`src/rtl/inst_fetch_queue.sv`:
```
// Instruction fetch queue: a single-outstanding fetch FSM feeding an in-order
// {instruction, PC} FIFO, flushed and refetched on a branch redirect.
module inst_fetch_queue #(
    parameter int unsigned DEPTH    = 4,
    parameter logic [31:0] RESET_PC = 32'h0000_0000
) (
    input  logic                   clk,
    input  logic                   rst,
    output logic                   imem_req,
    output logic [31:0]            imem_addr,
    input  logic                   imem_ack,
    input  logic                   imem_rvalid,
    input  logic [31:0]            imem_rdata,
    output logic                   inst_valid,
    input  logic                   inst_ready,
    output logic [31:0]            inst,
    output logic [31:0]            inst_pc,
    input  logic                   redirect,
    input  logic [31:0]            redirect_pc,
    output logic [$clog2(DEPTH):0] count
);
    localparam int unsigned PW   = $clog2(DEPTH);
    localparam int unsigned CW   = PW + 1;
    localparam logic [CW-1:0] FULL = CW'(DEPTH);

    localparam logic [1:0] S_IDLE = 2'd0;
    localparam logic [1:0] S_WAIT = 2'd1;
    localparam logic [1:0] S_DROP = 2'd2;

    logic [1:0]    state_q, state_d;
    logic [31:0]   fetch_pc_q, fetch_pc_d;
    logic [PW-1:0] wr_ptr_q, wr_ptr_d;
    logic [PW-1:0] rd_ptr_q, rd_ptr_d;
    logic [CW-1:0] count_q, count_d;
    logic [31:0]   word_q [DEPTH];
    logic [31:0]   pc_q   [DEPTH];
    logic          push;
    logic          pop;

    // With one request in flight, count < DEPTH at request time already
    // guarantees the slot for its response.
    assign imem_req   = !rst && (state_q == S_IDLE) && (count_q < FULL) && !redirect;
    assign imem_addr  = fetch_pc_q;
    assign inst_valid = (count_q != '0);
    assign inst       = word_q[rd_ptr_q];
    assign inst_pc    = pc_q[rd_ptr_q];
    assign count      = count_q;
    assign pop        = inst_valid && inst_ready && !redirect;

    always_comb begin
        state_d    = state_q;
        fetch_pc_d = fetch_pc_q;
        push       = 1'b0;
        case (state_q)
            S_IDLE: begin
                if (imem_req && imem_ack) state_d = S_WAIT;
            end
            S_WAIT: begin
                if (imem_rvalid) begin
                    state_d = S_IDLE;
                    if (!redirect) begin
                        push       = 1'b1;
                        fetch_pc_d = fetch_pc_q + 32'd4;
                    end
                end else if (redirect) begin
                    state_d = S_DROP;
                end
            end
            S_DROP: begin
                // A redirect arriving with the stale response still retires it.
                if (imem_rvalid) state_d = S_IDLE;
            end
            default: state_d = S_IDLE;
        endcase
        if (redirect) fetch_pc_d = redirect_pc;
    end

    always_comb begin
        wr_ptr_d = wr_ptr_q;
        rd_ptr_d = rd_ptr_q;
        count_d  = count_q;
        if (redirect) begin
            wr_ptr_d = '0;
            rd_ptr_d = '0;
            count_d  = '0;
        end else begin
            if (push) wr_ptr_d = wr_ptr_q + PW'(1);
            if (pop)  rd_ptr_d = rd_ptr_q + PW'(1);
            if (push && !pop)      count_d = count_q + CW'(1);
            else if (pop && !push) count_d = count_q - CW'(1);
        end
    end

    always_ff @(posedge clk or posedge rst) begin
        if (rst) begin
            state_q    <= S_IDLE;
            fetch_pc_q <= RESET_PC;
            wr_ptr_q   <= '0;
            rd_ptr_q   <= '0;
            count_q    <= '0;
        end else begin
            state_q    <= state_d;
            fetch_pc_q <= fetch_pc_d;
            wr_ptr_q   <= wr_ptr_d;
            rd_ptr_q   <= rd_ptr_d;
            count_q    <= count_d;
        end
    end

    always_ff @(posedge clk) begin
        if (push) begin
            word_q[wr_ptr_q] <= imem_rdata;
            pc_q[wr_ptr_q]   <= fetch_pc_q;
        end
    end

endmodule

```
`config.mk`:
```
export PLATFORM = sky130hd
export DESIGN_NAME = inst_fetch_queue
export DESIGN_NICKNAME = d
export VERILOG_FILES = /design/src/rtl/inst_fetch_queue.sv
export SDC_FILE = /design/constraint.sdc
export NUM_CORES = 1
export LEC_CHECK = 0
export ABC_AREA = 1
export CAP_MARGIN = 30
export CORE_AREA = 2 2 176 126
export DETAILED_ROUTE_END_ITERATION = 6
export DIE_AREA = 0 0 178 128
export PLACE_DENSITY = 0.83
export SLEW_MARGIN = 20
export SYNTH_ARGS = -nofsm -noshare
export SYNTH_HDL_FRONTEND = slang
export SYNTH_SLANG_ARGS = --single-unit
export TNS_END_PERCENT = 50
```
`constraint.sdc`:
```
create_clock -name clk -period 9.3 [get_ports clk]
set_input_delay 1.395 -clock clk [delete_from_list [all_inputs] [get_ports clk]]
set_output_delay 1.395 -clock clk [all_outputs]
set_load 0.1 [all_outputs]
```
==> run_results.csv <==
group,metric,value,unit
status,status,"complete, no violations",
layout,drive_gt1_share,8.186,%
die,die-area,22780,um2
setup_path,cp_max_fo,92,
worst_hold_path,holdPathStages,2,
timing,fin_crit_sh,59.94,%
timing,fin_skew,0.01216,ns
synth,avgSynthCellArea,11.57,um2
synth,yosys-top-cells-area,"edfxtp_1 (62%), dfrtp_1 (8.3%), nor2_1 (5.8%)",
global_routing,grt_pass1_vias,8513,
global_routing,grt_pass1_wl,45560,um
setup_path,reg2reg_to,"pc_q[1][17]",
clocking,clk_path_buf_depth,3,
synth,async_flop_share,13.80,%
layout,fin_area,15260,um2
setup_path,worstReg2RegStart,"state_q[1]",
clocking,root_buffer,"clkbuf_16",
timing,worst_slew_pin_slew,1.035,ns
timing,final_max_slew_viol_count,0,
global_routing,track_usage,26.16,%
synth,synth.distinct_cells,36,
layout,fillerInstances,1387,
worst_hold_path,min_to,"count[1]",
setup_path,crit_path_start_kind,"flop",
detailed_routing,vias,8843,
worst_hold_path,min_from,"count[1]",
clocking,clock_latency,0.54,ns
timing,fmax,179.4,MHz
setup_path,path_buf_inv,3,
synth,synth_compound_area_share,9.773,%
die,start_util,58.02,%
clocking,clk_pin_slew,0.07,ns
timing,min_period,5.574,ns
synth,synth_ff_type,"edfxtp_1",
power_and_ir_drop,p_leak,0.005390,uW
synth,yosysSeqAreaShare,70.75,%
detailed_routing,first_iter_violations,1039,
placed_design,gp_congestion,0.9161,
die,die_h,128,um
layout,n_antenna_cell,0,
clocking,cts_buffers,28,
global_routing,grt_max_degree,95,
layout,syn2layout_area_growth,23.90,%
power_and_ir_drop,power.density,283.3,nW/um2
placed_design,hpwlAfterDp,17520,um
synth,synth_area,12320,um2
detailed_routing,via_per_inst,5.787,
global_routing,antenna_found_initial,0,
synth,synth_top_cells_by_count,"edfxtp_1 (256), nor2_1 (189), nand2_1 (171), o21ai_0 (133), o22ai_1 (64)",
synth,synth_nets,1140,
clocking,tritoncts,"yes",
die,die_w,178,um
die,ios,171,
synth,synth_top_family_by_area,"simple AND/OR/NAND/NOR gates",
setup_path,r2r_cells,6,
timing,rsz0062_at_grt,"false",
setup_path,path_cells,"clkinv_2, buf_4, o21ai_0, o22ai_1, clkdlybuf4s50_1",
layout,final_nets,1301,
setup_path,r2r_slack,6.74,ns
synth,yosys.area_share.simple,14.90,%
synth,synth_mux_area_share,0,%
clocking,ctsResizeCount,0,
detailed_routing,wl_per_cell,19.52,um
detailed_routing,wl,29830,um
die,coreArea,21230,um2
setup_path,cp_slowest_cell,"clkdlybuf4s50_1",
synth,yosys.area.top_type_share,62.42,%
power_and_ir_drop,total_power,4322,uW
die,std_cell_rows,45,
synth,ys_seq_elements,297,
synth,yosysMostFrequentCell,"edfxtp_1",
placed_design,io_buffers,170,
setup_path,critPathMaxStageDelay,1.20,ns
flow_run,cap_violations,0,
clocking,h-tree-depth,1,
timing,hold_slack,0.5266,ns
detailed_routing,firstDrtPassIters,6,
timing,hold_viol,0,
detailed_routing,drc,0,
timing,slew_headroom,30.78,%
setup_path,worstPathRequired,7.91,ns
setup_path,path_class,"reg -> out",
timing,setup_violations,0,
synth,synthAdderAreaFrac,0.6705,%
global_routing,overflow,0,
synth,synth_edf_count,256,
timing,setup_tns,0,ns
setup_path,critPathCaptureType,"primary output",
setup_path,crit_family,"buffers and inverters",
synth,syn-instance-count,1064,
clocking,cts.sink_count,297,
synth,synthXorXnorAreaFrac,0.6400,%
worst_hold_path,hold_path.class,"reg -> reg",
detailed_routing,ant_nets,0,
clocking,post_cts_buffers,0,
synth,yosysTopAreaCell,"edfxtp_1",
clocking,ctsHoldBuffers,0,
power_and_ir_drop,irDropWorstVdd,0.1948,mV
placed_design,placed_area,14310,um2
setup_path,arrival,4.18,ns
synth,ys.warnings.count,0,
-- registers in the layout, summed over array words and instances (netlist names) --
name / cells
count: 3
imem_addr: 32
pc_q: 128
rd_ptr_q: 2
state_q: 2
word_q: 128
wr_ptr_q: 2
-- cell type report --
type	count	area, um2	area share, %
flip-flops and latches	297	8718	57.14
multi-input cells	669	3231	21.17
repair buffers	183	1859	12.19
clock buffers	32	715.7	4.690
well taps	282	352.8	2.312
clock inverters	19	207.7	1.361
inverters	46	173.9	1.140
-- metrics by stage --
| step | setup slack (ns) | utilization, % | cells |
|---|---|---|---|
| global placement | 4.192 | 67.14 | 1474 |
| CTS | 3.735 | 71.75 | 1527 |
| finish | 3.726 | 71.88 | 1528 |
| floorplan | 4.324 | - | 1064 |
| detailed placement | 4.194 | 67.40 | 1476 |
| global route | 3.469 | 71.88 | 1528 |
-- how the worst max path moves through the flow --
stage | end | cells past startpoint | slack [ns] | from
floorplan | pc_q[0][0] | 4 | 4.32 | redirect
global placement | imem_req | 6 | 4.19 | rst
detailed placement | imem_req | 6 | 4.19 | rst
CTS | inst_pc[11] | 5 | 3.74 | rd_ptr_q[0]
global route | inst_pc[11] | 5 | 3.47 | rd_ptr_q[0]
finish | inst_pc[11] | 5 | 3.73 | rd_ptr_q[0]
-- power breakdown --
part           switching (uW)  internal [uW]  leakage (uW)
clock network             478            664      0.000447
logic                    1250            344       0.00213
registers                85.6           1500       0.00281
total                    1820           2500       0.00539
-- worst reg2reg max path, stage by stage (launching register included) --
cell     delay [ns]
dfrtp_1        0.44
nor2_4         0.17
nand2_4        0.13
nor2_8         0.30
inv_2          0.21
nor2_4         0.11
buf_4          0.72
-- cell families after synthesis --
| logic type | count (synthesis) |
|---|---|
| adders and majority gates | 6 |
| buffers and inverters | 98 |
| and+or+nand+nor | 436 |
| xor gates and xnor gates | 9 |
| AOI/OAI and AO/OA | 218 |
| DFF | 297 |
-- per-layer routing --
| layer | wire length (um) | track usage [%] | part of all wire, % | up-vias |
|---|---|---|---|---|
| met1 | 12480 | 37.57 | 42 | 4205 |
| met2 | 13400 | 40.70 | 45 | 516 |
| met4 | 585 | 6.606 | 2.0 | 0 |
| met5 | 0 | 0 | 0 | - |
| li1 | - | - | - | 4073 |
| met3 | 3368 | 6.465 | 11 | 49 |
-- cells in the final DEF (no fill, tap or decap), types with 28 or more instances in the layout --
cell type	count
inv_1	35
nand3_1	39
nor2_1	185
clkbuf_16	28
edfxtp_1	256
clkdlybuf4s50_1	170
nand2_1	171
dfrtp_1	39
o21ai_0	133
o22ai_1	64
(Power assumes the default switching activity.)
